`config.mk`:
```
export PLATFORM = sky130hd
export DESIGN_NAME = restoring_divider_seq
export DESIGN_NICKNAME = d
export VERILOG_FILES = /design/src/rtl/restoring_divider_seq.sv
export SDC_FILE = /design/constraint.sdc
export NUM_CORES = 1
export LEC_CHECK = 0
export ABC_AREA = 1
export CORE_MARGIN = 2
export CORE_UTILIZATION = 46
export DETAILED_ROUTE_END_ITERATION = 12
export PLACE_DENSITY = 0.82
export SLEW_MARGIN = 30
export SYNTH_ARGS = -nofsm -noshare
export SYNTH_HDL_FRONTEND = slang
export SYNTH_SLANG_ARGS = --single-unit
export TNS_END_PERCENT = 50
```
`constraint.sdc`:
```
create_clock -name clk -period 1.6 [get_ports clk]
set_clock_uncertainty 0.05 [all_clocks]
set_input_delay 0.32 -clock clk [delete_from_list [all_inputs] [get_ports clk]]
set_output_delay 0.32 -clock clk [all_outputs]
set_load 0.02 [all_outputs]
```
`src/rtl/restoring_divider_seq.sv`:
```
`default_nettype none
// ============================================================================
// Module   : restoring_divider_seq
// Purpose  : Sequential unsigned restoring divider. Each RUN cycle does one
//            trial subtract: the partial remainder is shifted left, the
//            dividend MSB is brought in, and the divisor is subtracted
//            (borrow semantics match the upstream a - b -> diff/Bout
//            subtractor). The cycle produces one quotient bit. The result is
//            returned over a valid/ready handshake.
// Ports    : clk, rst        - rising-edge clock, synchronous active-high reset
//            in_valid        - dividend/divisor valid
//            in_ready        - idle, operands can be accepted
//            dividend        - unsigned dividend  [WIDTH]
//            divisor         - unsigned divisor   [WIDTH]
//            out_valid       - quotient/remainder valid
//            out_ready       - consumer accepts the result
//            quotient        - unsigned quotient  [WIDTH]
//            remainder       - unsigned remainder [WIDTH]
//            div_by_zero     - divisor was zero (only with DIVZERO_CHECK_EN)
// Config   : DIVZERO_CHECK_EN - when defined, a zero divisor goes straight to
//            DONE with quotient = all ones, remainder = dividend and the
//            div_by_zero flag set. When undefined, a zero divisor runs the
//            normal sequence and div_by_zero is tied low.
// Revision : 1.0 - initial release
// ============================================================================
module restoring_divider_seq #(
    parameter int WIDTH = 4
) (
    input  logic             clk,
    input  logic             rst,
    input  logic             in_valid,
    output logic             in_ready,
    input  logic [WIDTH-1:0] dividend,
    input  logic [WIDTH-1:0] divisor,
    output logic             out_valid,
    input  logic             out_ready,
    output logic [WIDTH-1:0] quotient,
    output logic [WIDTH-1:0] remainder,
    output logic             div_by_zero
);

    localparam int              CW         = $clog2(WIDTH);
    localparam logic [1:0]      S_IDLE     = 2'd0;
    localparam logic [1:0]      S_RUN      = 2'd1;
    localparam logic [1:0]      S_DONE     = 2'd2;
    localparam logic [CW-1:0]   C_CNT_LOAD = CW'(WIDTH - 1);

    logic [1:0]       r_state;
    logic [1:0]       w_state_nxt;
    logic [WIDTH-1:0] r_dq;        // dividend shifting out / quotient shifting in
    logic [WIDTH-1:0] r_divisor;
    logic [WIDTH:0]   r_p;         // partial remainder, one guard bit
    logic [CW-1:0]    r_cnt;
    logic [WIDTH-1:0] r_quotient;
    logic [WIDTH-1:0] r_remainder;

    // Trial subtract, one bit wider than the operands so the top bit is the borrow
    logic [WIDTH:0]   w_pshift;
    logic [WIDTH+1:0] w_sub;
    logic             w_borrow;
    logic [WIDTH:0]   w_p_nxt;
    logic [WIDTH-1:0] w_dq_nxt;

    assign w_pshift = {r_p[WIDTH-1:0], r_dq[WIDTH-1]};
    assign w_sub    = {1'b0, w_pshift} - {2'b00, r_divisor};
    assign w_borrow = w_sub[WIDTH+1];
    // Borrow means the divisor did not fit: restore the shifted value
    assign w_p_nxt  = w_borrow ? w_pshift : w_sub[WIDTH:0];
    assign w_dq_nxt = {r_dq[WIDTH-2:0], ~w_borrow};

    assign in_ready  = (r_state == S_IDLE);
    assign out_valid = (r_state == S_DONE);
    assign quotient  = r_quotient;
    assign remainder = r_remainder;

    always_ff @(posedge clk) begin
        if (rst) r_state <= S_IDLE;
        else     r_state <= w_state_nxt;
    end

    always_comb begin
        w_state_nxt = r_state;
        case (r_state)
            S_IDLE: begin
                if (in_valid) begin
`ifdef DIVZERO_CHECK_EN
                    if (divisor == '0) w_state_nxt = S_DONE;
                    else               w_state_nxt = S_RUN;
`else
                    w_state_nxt = S_RUN;
`endif
                end
            end
            S_RUN:   if (r_cnt == '0) w_state_nxt = S_DONE;
            S_DONE:  if (out_ready)   w_state_nxt = S_IDLE;
            default: w_state_nxt = S_IDLE;
        endcase
    end

`ifdef DIVZERO_CHECK_EN
    logic r_dbz;
    assign div_by_zero = r_dbz;
`else
    assign div_by_zero = 1'b0;
`endif

    always_ff @(posedge clk) begin
        if (rst) begin
            r_dq        <= '0;
            r_divisor   <= '0;
            r_p         <= '0;
            r_cnt       <= '0;
            r_quotient  <= '0;
            r_remainder <= '0;
`ifdef DIVZERO_CHECK_EN
            r_dbz       <= 1'b0;
`endif
        end else begin
            case (r_state)
                S_IDLE: begin
                    if (in_valid) begin
                        r_dq      <= dividend;
                        r_divisor <= divisor;
                        r_p       <= '0;
                        r_cnt     <= C_CNT_LOAD;
`ifdef DIVZERO_CHECK_EN
                        r_dbz     <= (divisor == '0);
                        // Zero divisor skips RUN, so publish the result here
                        if (divisor == '0) begin
                            r_quotient  <= '1;
                            r_remainder <= dividend;
                        end
`endif
                    end
                end
                S_RUN: begin
                    r_p  <= w_p_nxt;
                    r_dq <= w_dq_nxt;
                    if (r_cnt == '0) begin
                        r_quotient  <= w_dq_nxt;
                        r_remainder <= w_p_nxt[WIDTH-1:0];
                    end else begin
                        r_cnt <= r_cnt - CW'(1);
                    end
                end
                default: ;
            endcase
        end
    end

endmodule
`default_nettype wire

```
Word-level counts from Yosys, hierarchy flattened
Cells that the tools add are included.
{"block": "op_classes", "n_addsub": 2, "eq_ne": 6, "mux": 12, "n_bitwise": 1, "n_reduce_logical": 8}
{"op": "one-hot mux 4 bit (2 select lines)", "count": 2}
{"op": "two-way mux 4 bit", "count": 3}
{"op": "two-way mux 2 bit", "count": 5}
{"op": "inequality test 2 bit, second input constant", "count": 3}
{"op": "one-hot mux 2 bit (3 select lines)", "count": 1}
{"op": "AND reduction 2 bit", "count": 3}
{"op": "AND reduction 3 bit", "count": 2}
{"op": "subtractor 5 x 4 -> 6 bit", "count": 1}
{"op": "logical NOT 2 bit", "count": 2}
{"op": "one-hot mux 2 bit (2 select lines)", "count": 1}
{"op": "== test 2 x 1 -> 1 bit, second input constant", "count": 1}
{"op": "== test 2 bit, second input constant", "count": 1}
{"op": "inequality test 2 x 1 -> 1 bit, second input constant", "count": 1}
{"op": "nonzero test 2 bit", "count": 1}
{"op": "subtractor 2 x 1 -> 2 bit, second input constant", "count": 1}
{"op": "inverter 1 bit", "count": 1}
{"block": "totals", "register_bits": 24, "input_bits": 12}

Longest topological paths before layout
Gate-level depths: netlist of run 1.
{"block": "depth", "word_depth": 3, "mapped_depth": 12, "mapped_depth_nobuf": 12}

Worst setup path before layout of run 1
No wires, ideal clock.
{"block": "synth_path", "kind": "register to register", "start": "register r_dq[3]", "end": "register r_remainder[2] (netlist: remainder[2])", "setup_time_ns": 0.114, "t_arrival_ns": 1.328, "t_required_ns": 1.436, "setup_slack_ns": 0.109, "stages_incl_launch_ff": 10, "cell_sequence": "dfxtp_1 -> inv_1 -> ha_1 -> inv_1 -> fa_1 -> xor2_1 -> nand2_1 -> nand2_1 -> o21bai_1 -> inv_1"}
{"block": "synth_between", "elab_chain_cells": 2}
{"item": "from (decl)", "line": "50", "text": "logic [WIDTH-1:0] r_dq;"}
{"item": "from (signal assigned)", "line": "122", "text": "r_dq <= dividend;"}
{"item": "from (signal assigned)", "line": "138", "text": "r_dq <= w_dq_nxt;"}
{"item": "subtractor 5 x 4 -> 6 bit", "line": "65", "text": "assign w_sub = {1'b0, w_pshift} - {2'b00, r_divisor};"}
{"item": "two-way mux 4 bit", "line": "68", "text": "assign w_p_nxt = w_borrow ? w_pshift : w_sub[WIDTH:0];"}
{"item": "to (signal assigned)", "line": "141", "text": "r_remainder <= w_p_nxt[WIDTH-1:0];"}
{"item": "to (decl)", "line": "55", "text": "logic [WIDTH-1:0] r_remainder;"}
No other way between the ends.
A chain may end at the register's enable or synchronous reset.

Worst setup path in the final report of run 1
{"block": "layout_path", "start": "register r_state[0]", "end": "output in_ready"}
{"block": "layout_between", "elab_chain_cells": 1}
{"item": "from (decl)", "line": "48", "text": "logic [1:0] r_state;"}
{"item": "from (signal assigned)", "line": "78", "text": "else r_state <= w_state_nxt;"}
{"item": "logical NOT 2 bit", "line": "71", "text": "assign in_ready = (r_state == S_IDLE);"}
{"item": "to (decl)", "line": "32", "text": "output logic in_ready,"}
No other way between the ends.

==> flow_summary.toml, run 1 <==
[grt]
gr-max-usage-layer = "met2"
met2_usage = 0.332
met3_usage = 0.0233
grt_usage = 0.165
antenna_found_initial = 0
grt_pass1_wl_mm = 4.16
grt_overflow = 0
grt_pass1_vias = 1000
grtUsageMet1 = 0.181
grt_max_degree = 15

[synth]
synthCells = 159
avgSynthCellArea_um2 = 7.76
ys_seq_elements = 24
synth_area_um2 = 1230
synth_compound_area_frac = 0.174
synthMuxAreaShare = 0
yosysSeqAreaShare = 0.389
yosys.area_share.simple = 0.247
synth_fa_ha_area_frac = 0.0669
synth-xor-area-share = 0.00710
synth_cell_types = 31
syn_nets = 177
ys_warn_count = 0
synth_top_family_by_area = "simple AND/OR/NAND/NOR gates"

[timing]
grt_setup_unrepaired = "yes"
clock.fmax_mhz = 639
fin_hold_ws_ns = 0.417
setup_ws_ns = 0.0362
final_max_slew_viol_count = 0
setup_viol = 0
finalCritPeriodShare = 0.977
period_minus_slack_ns = 1.56
hold_viol_final = 0

[floorplan]
start_util = 0.493
rows = 18
die_height_um = 55.8
die_width_um = 55.8
dieArea_um2 = 3110
core_um2 = 2500
ios = 23

[layout]
area_growth_pct = 27.1
mostFrequentLayoutCells = "nand2_1, inv_1, dfxtp_1, a21oi_1, clkdlybuf4s50_1"
drive_above_1_share = 0.224
n_antenna_cell = 0
final_common_cell = "nand2_1"
nets = 202

[routing]
drc_errors = 0
detail-route-antenna-nets = 0
via_per_inst = 5.12
routedWlPerCell_um = 12.6
routed_wl_mm = 2.68
drt-initial-drc-count = 27
drt-pass1-iter-count = 5
vias = 1090

[clock_tree]
clk_latency_ns = 0.32
cts_buffers = 3
path_clk_slew_ns = 0.12
cts-root-buf = "clkbuf_4"
htreeDepth = 1
cts_sinks = 24
cts_tree = "yes"
cts.path.max_buffers = 2

[worst_setup_path]
reg2reg_slack_ns = 0.05
crit_fanout = 3
critical_path_buf_inv_count = 1
ff2ff_path_depth = 10
critPathLaunchType = "flop"
cp_cell_sequence = "nor2_2, dlygate4sd2_1"
worstPathArrival_ns = 1.19
cpPeakStageDelay_ns = 0.38
critPathCaptureType = "primary output"
worstReg2RegEnd = "remainder[1]$_SDFFE_PP0P_"
worst-setup-path-type = "flop to primary output"
crit_family = "flip-flops"
cp.required_ns = 1.23
critPathSlowestCell = "dfxtp_1"
reg2reg_from = "r_dq[3]$_SDFFE_PP0P_"

[pwr]
p_sw_frac = 0.359
p_clk_frac = 0.202
ir_worst_vdd_mv = 0.718
power_frac_comb = 0.360
power.internal_mw = 1.02
p_sw_uw = 570
finalPower_mw = 1.59
p_leak_nw = 0.704
seq_power_share = 0.438
p_per_area_nw_per_um2 = 1010

[placement]
numPortBuffers = 21
post-place-ws_ns = -0.0228
gp_congestion = 0.893
dp_hpwl_mm = 1.92

[worst_hold_path]
min_from = "r_cnt[1]$_SDFFE_PP0P_"
hold_path_depth = 2
hold_path.class = "flop to flop"
holdPathEnd = "r_cnt[1]$_SDFFE_PP0P_"

[run_status]
status = "finished, final reports clean"

[flow_run]
max_cap_violations = 0
==> how the worst max path moves through the flow <==
stage,start,cells after the start,end,slack [ns]
floorplan,r_dq[3]$_SDFFE_PP0P_,9,remainder[2]$_SDFFE_PP0P_,0.11
global placement,r_dq[3]$_SDFFE_PP0P_,9,remainder[2]$_SDFFE_PP0P_,0.07
detailed placement,r_dq[3]$_SDFFE_PP0P_,9,remainder[2]$_SDFFE_PP0P_,-0.02
CTS,r_state[1]$_SDFFE_PP0P_,3,out_valid,0.01
global route,r_divisor[2]$_SDFFE_PP0P_,11,remainder[0]$_SDFFE_PP0P_,-0.07
finish,r_state[0]$_SDFFE_PP0P_,2,in_ready,0.04
==> what timing repair did <==
item / 4_1_cts / 5_1_grt
pin swaps: 0 / 1
hold buffers: 0 / 0
resized for setup: 12 / 21
hold endpoints to repair: 0 / 0
buffers inserted: 0 / 1
setup endpoints to repair: 11 / 7
==> cells by family (layout without fill, tap and decap cells) <==
| family | after synthesis | in the layout |
|---|---|---|
| fa+ha+maj | 6 | 6 |
| compound gates | 36 | 36 |
| simple gates | 61 | 61 |
| xor+xnor | 1 | 1 |
| buf+inv | 30 | 54 |
| other cells | 1 | 1 |
| flops | 24 | 24 |
==> metal layers <==
layer / wire [µm] / vias to the layer above
met4: 30 / 0
met3: 100 / 5
met2: 1440 / 25
met5: 0 / -
li1: - / 554
met1: 1110 / 506
==> cell type report <==
cell class	instances	area [µm²]
clock buffers	4	36.3
fillers	216	932
inverters	26	113
multi-input cells	105	679
flip-flops and latches	24	485
well taps	30	37.5
repair buffers	24	216
==> worst reg2reg max path: stages (launching register included) <==
cell and delay, ns:
dfxtp_2 0.36, inv_4 0.05, ha_4 0.15, inv_2 0.08
fa_2 0.44, inv_2 0.07, nand2_2 0.07, nand2_1 0.07
nand2_1 0.04, nand2_1 0.06, inv_1 0.03
==> per-stage QoR <==
| step | cell area (µm²) | instances | TNS [ns] | util |
|---|---|---|---|---|
| floorplan | 1230 | 159 | 0 | - |
| global placement | 1470 | 208 | 0 | 0.588 |
| detailed placement | 1470 | 208 | -0.0228 | 0.588 |
| CTS | 1500 | 212 | 0 | 0.598 |
| global route | 1570 | 213 | -0.310 | 0.627 |
| finish | 1570 | 213 | 0 | 0.627 |
==> cells in the mapped netlist <==
| library cell | count | area (µm²) |
|---|---|---|
| nand2_1 | 35 | 131 |
| dfxtp_1 | 24 | 480 |
| inv_1 | 24 | 90.1 |
| a21oi_1 | 16 | 80.1 |
| o21ai_0 | 8 | 40.0 |
| nand3_1 | 7 | 35.0 |
| nor2_1 | 7 | 26.3 |
| ha_1 | 5 | 62.6 |
| o21ai_1 | 4 | 20.0 |
| o21a_1 | 3 | 22.5 |
| nand2_2 | 2 | 12.5 |
| nand2_4 | 2 | 22.5 |
| nand4_1 | 2 | 12.5 |
| nor2_2 | 2 | 12.5 |
| nor2_4 | 2 | 22.5 |
| a21oi_4 | 1 | 16.3 |
| a31oi_2 | 1 | 12.5 |
| buf_4 | 1 | 7.51 |
| buf_6 | 1 | 11.3 |
| clkbuf_1 | 1 | 3.75 |
| clkbuf_2 | 1 | 5.00 |
| conb_1 | 1 | 3.75 |
| fa_1 | 1 | 20.0 |
| inv_6 | 1 | 8.76 |
| inv_8 | 1 | 11.3 |
| nand3_2 | 1 | 10.0 |
| nor2_8 | 1 | 20.0 |
| o21bai_1 | 1 | 7.51 |
| o221ai_1 | 1 | 8.76 |
| o31ai_1 | 1 | 7.51 |
| xor2_1 | 1 | 8.76 |
==> state kept, by name, summed over array words and instances, names as in the netlist <==
name	cells
r_p	4
r_state	2
r_dq	4
quotient	4
remainder	4
r_divisor	4
r_cnt	2
==> power by group through the flow <==
| stage | Combinational [mW] | Clock (mW) | Sequential, mW |
|---|---|---|---|
| floorplan | 0.350 | 0 | 0.717 |
| global placement | 0.490 | 0 | 0.701 |
| detailed placement | 0.508 | 0 | 0.702 |
| CTS | 0.494 | 0.320 | 0.689 |
| global route | 0.641 | 0.348 | 0.704 |
| finish | 0.572 | 0.321 | 0.696 |
Power figures use the tool's default switching activity.
==> run 2, diff against run 1 <==
Settings changed: SKIP_LAST_GASP set to 1.
==> flow_summary.toml, run 2 (synthesized netlist as in run 1, its figures left out) <==
[run_status]
status = "finished, violations left"
violations = "negative setup slack"

[routing]
detail-route-antenna-nets = 0
routed_wl_mm = 2.58
routedWlPerCell_um = 12.1
drt-initial-drc-count = 31
vias = 1080
drt-pass1-iter-count = 4
drc_errors = 0
via_per_inst = 5.07

[layout]
area_growth_pct = 26.7
n_antenna_cell = 0
nets = 202
final_common_cell = "nand2_1"
drive_above_1_share = 0.197
fin_cells = 213
mostFrequentLayoutCells = "nand2_1, dfxtp_1, inv_1, a21oi_1, clkdlybuf4s50_1"

[timing]
fin_hold_ws_ns = 0.417
clock.fmax_mhz = 603
finalCritPeriodShare = 1.04
setup_ws_ns = -0.0583
setup_viol = 4
grt_setup_unrepaired = "yes"
final_max_slew_viol_count = 0
period_minus_slack_ns = 1.66
hold_viol_final = 0

[grt]
grt_pass1_vias = 1001
grt_usage = 0.166
antenna_found_initial = 0
grt_overflow = 0
grt_max_degree = 15
grt_pass1_wl_mm = 4.17

[floorplan]
die_width_um = 55.8
start_util = 0.493
core_um2 = 2500
ios = 23
rows = 18
dieArea_um2 = 3110
die_height_um = 55.8

[worst_setup_path]
ff2ff_path_depth = 8
worstPathArrival_ns = 1.29
worst-setup-path-type = "flop to primary output"
reg2reg_from = "r_dq[3]$_SDFFE_PP0P_"
critPathSlowestCell = "clkdlybuf4s50_1"
cp_cell_sequence = "clkdlybuf4s50_1"
cp.required_ns = 1.23
cpPeakStageDelay_ns = 0.62
crit_family = "buffers and inverters"
worstReg2RegEnd = "r_p[1]$_SDFFE_PP0P_"
critPathLaunchType = "flop"
critPathCaptureType = "primary output"
critical_path_buf_inv_count = 1
reg2reg_slack_ns = 0.03
crit_fanout = 2

[worst_hold_path]
hold_path_depth = 2
holdPathEnd = "r_cnt[1]$_SDFFE_PP0P_"
min_from = "r_cnt[1]$_SDFFE_PP0P_"
hold_path.class = "flop to flop"

[pwr]
p_per_area_nw_per_um2 = 1010
p_leak_nw = 0.700
ir_worst_vdd_mv = 0.747

[clock_tree]
cts_sinks = 24
htreeDepth = 1
cts.path.max_buffers = 2
holdBufCountCts = 0
clk_latency_ns = 0.32
cts_buffers = 3
path_clk_slew_ns = 0.13
cts-root-buf = "clkbuf_4"
cts_tree = "yes"

[placement]
gp_congestion = 0.893
post-place-ws_ns = -0.0228
post-place-cells = 208
numPortBuffers = 21
dp_hpwl_mm = 1.92

[flow_run]
max_cap_violations = 0
-- run 2: timing repair --
action	4_1_cts	5_1_grt
pin swaps	0	1
hold endpoints to repair	0	0
cloned	0	0
gates resized for setup	5	16
endpoints found under the setup margin	11	12
buffers inserted	0	1
-- run 2: stage by stage --
step / util / total power, mW / instance area [µm²] / TNS (ns)
floorplan: - / 1.07 / 1230 / 0
detailed placement: 0.588 / 1.21 / 1470 / -0.0228
CTS: 0.600 / 1.51 / 1500 / -0.259
global placement: 0.588 / 1.19 / 1470 / 0
finish: 0.625 / 1.58 / 1560 / -0.203
global route: 0.625 / 1.68 / 1560 / -0.720
-- run 2: worst max path at each step --
| stage | endpoint | from | depth (start not counted) | slack, ns |
|---|---|---|---|---|
| after floorplan | remainder[2]$_SDFFE_PP0P_ | r_dq[3]$_SDFFE_PP0P_ | 9 | 0.11 |
| after global placement | remainder[2]$_SDFFE_PP0P_ | r_dq[3]$_SDFFE_PP0P_ | 9 | 0.07 |
| after detailed placement | remainder[2]$_SDFFE_PP0P_ | r_dq[3]$_SDFFE_PP0P_ | 9 | -0.02 |
| after CTS | remainder[2] | remainder[2]$_SDFFE_PP0P_ | 1 | -0.05 |
| after global routing | out_valid | r_state[1]$_SDFFE_PP0P_ | 3 | -0.10 |
| final | remainder[2] | remainder[2]$_SDFFE_PP0P_ | 1 | -0.06 |
-- run 2: layer usage --
layer	global-route usage	routed length (µm)
met5	0	0
met1	0.183	1110
met3	0.0233	92
met4	0.0314	19
met2	0.332	1360
-- run 2: worst reg2reg max path, delay by kind of cell (launching register included) --
| kind | cells | cell delay [ns] |
|---|---|---|
| simple gates | 2 | 0.15 |
| buf+inv | 3 | 0.16 |
| fa+ha+maj | 2 | 0.70 |
| flops | 1 | 0.34 |
| compound gates | 1 | 0.10 |
-- run 2: layout make-up --
cell class	instances	area, µm²
repair buffers	24	229
well taps	30	37.5
fillers	215	937
multi-input cells	105	667
clock buffers	4	36.3
flip-flops and latches	24	483
inverters	26	110
-- run 2: power breakdown --
| group | switching, mW | internal (mW) | leakage [nW] | total, mW |
|---|---|---|---|---|
| registers | 0.0353 | 0.657 | 0.198 | 0.693 |
| clock network | 0.184 | 0.139 | 0.0210 | 0.323 |
| logic | 0.342 | 0.225 | 0.482 | 0.567 |
| total | 0.561 | 1.02 | 0.700 | 1.58 |
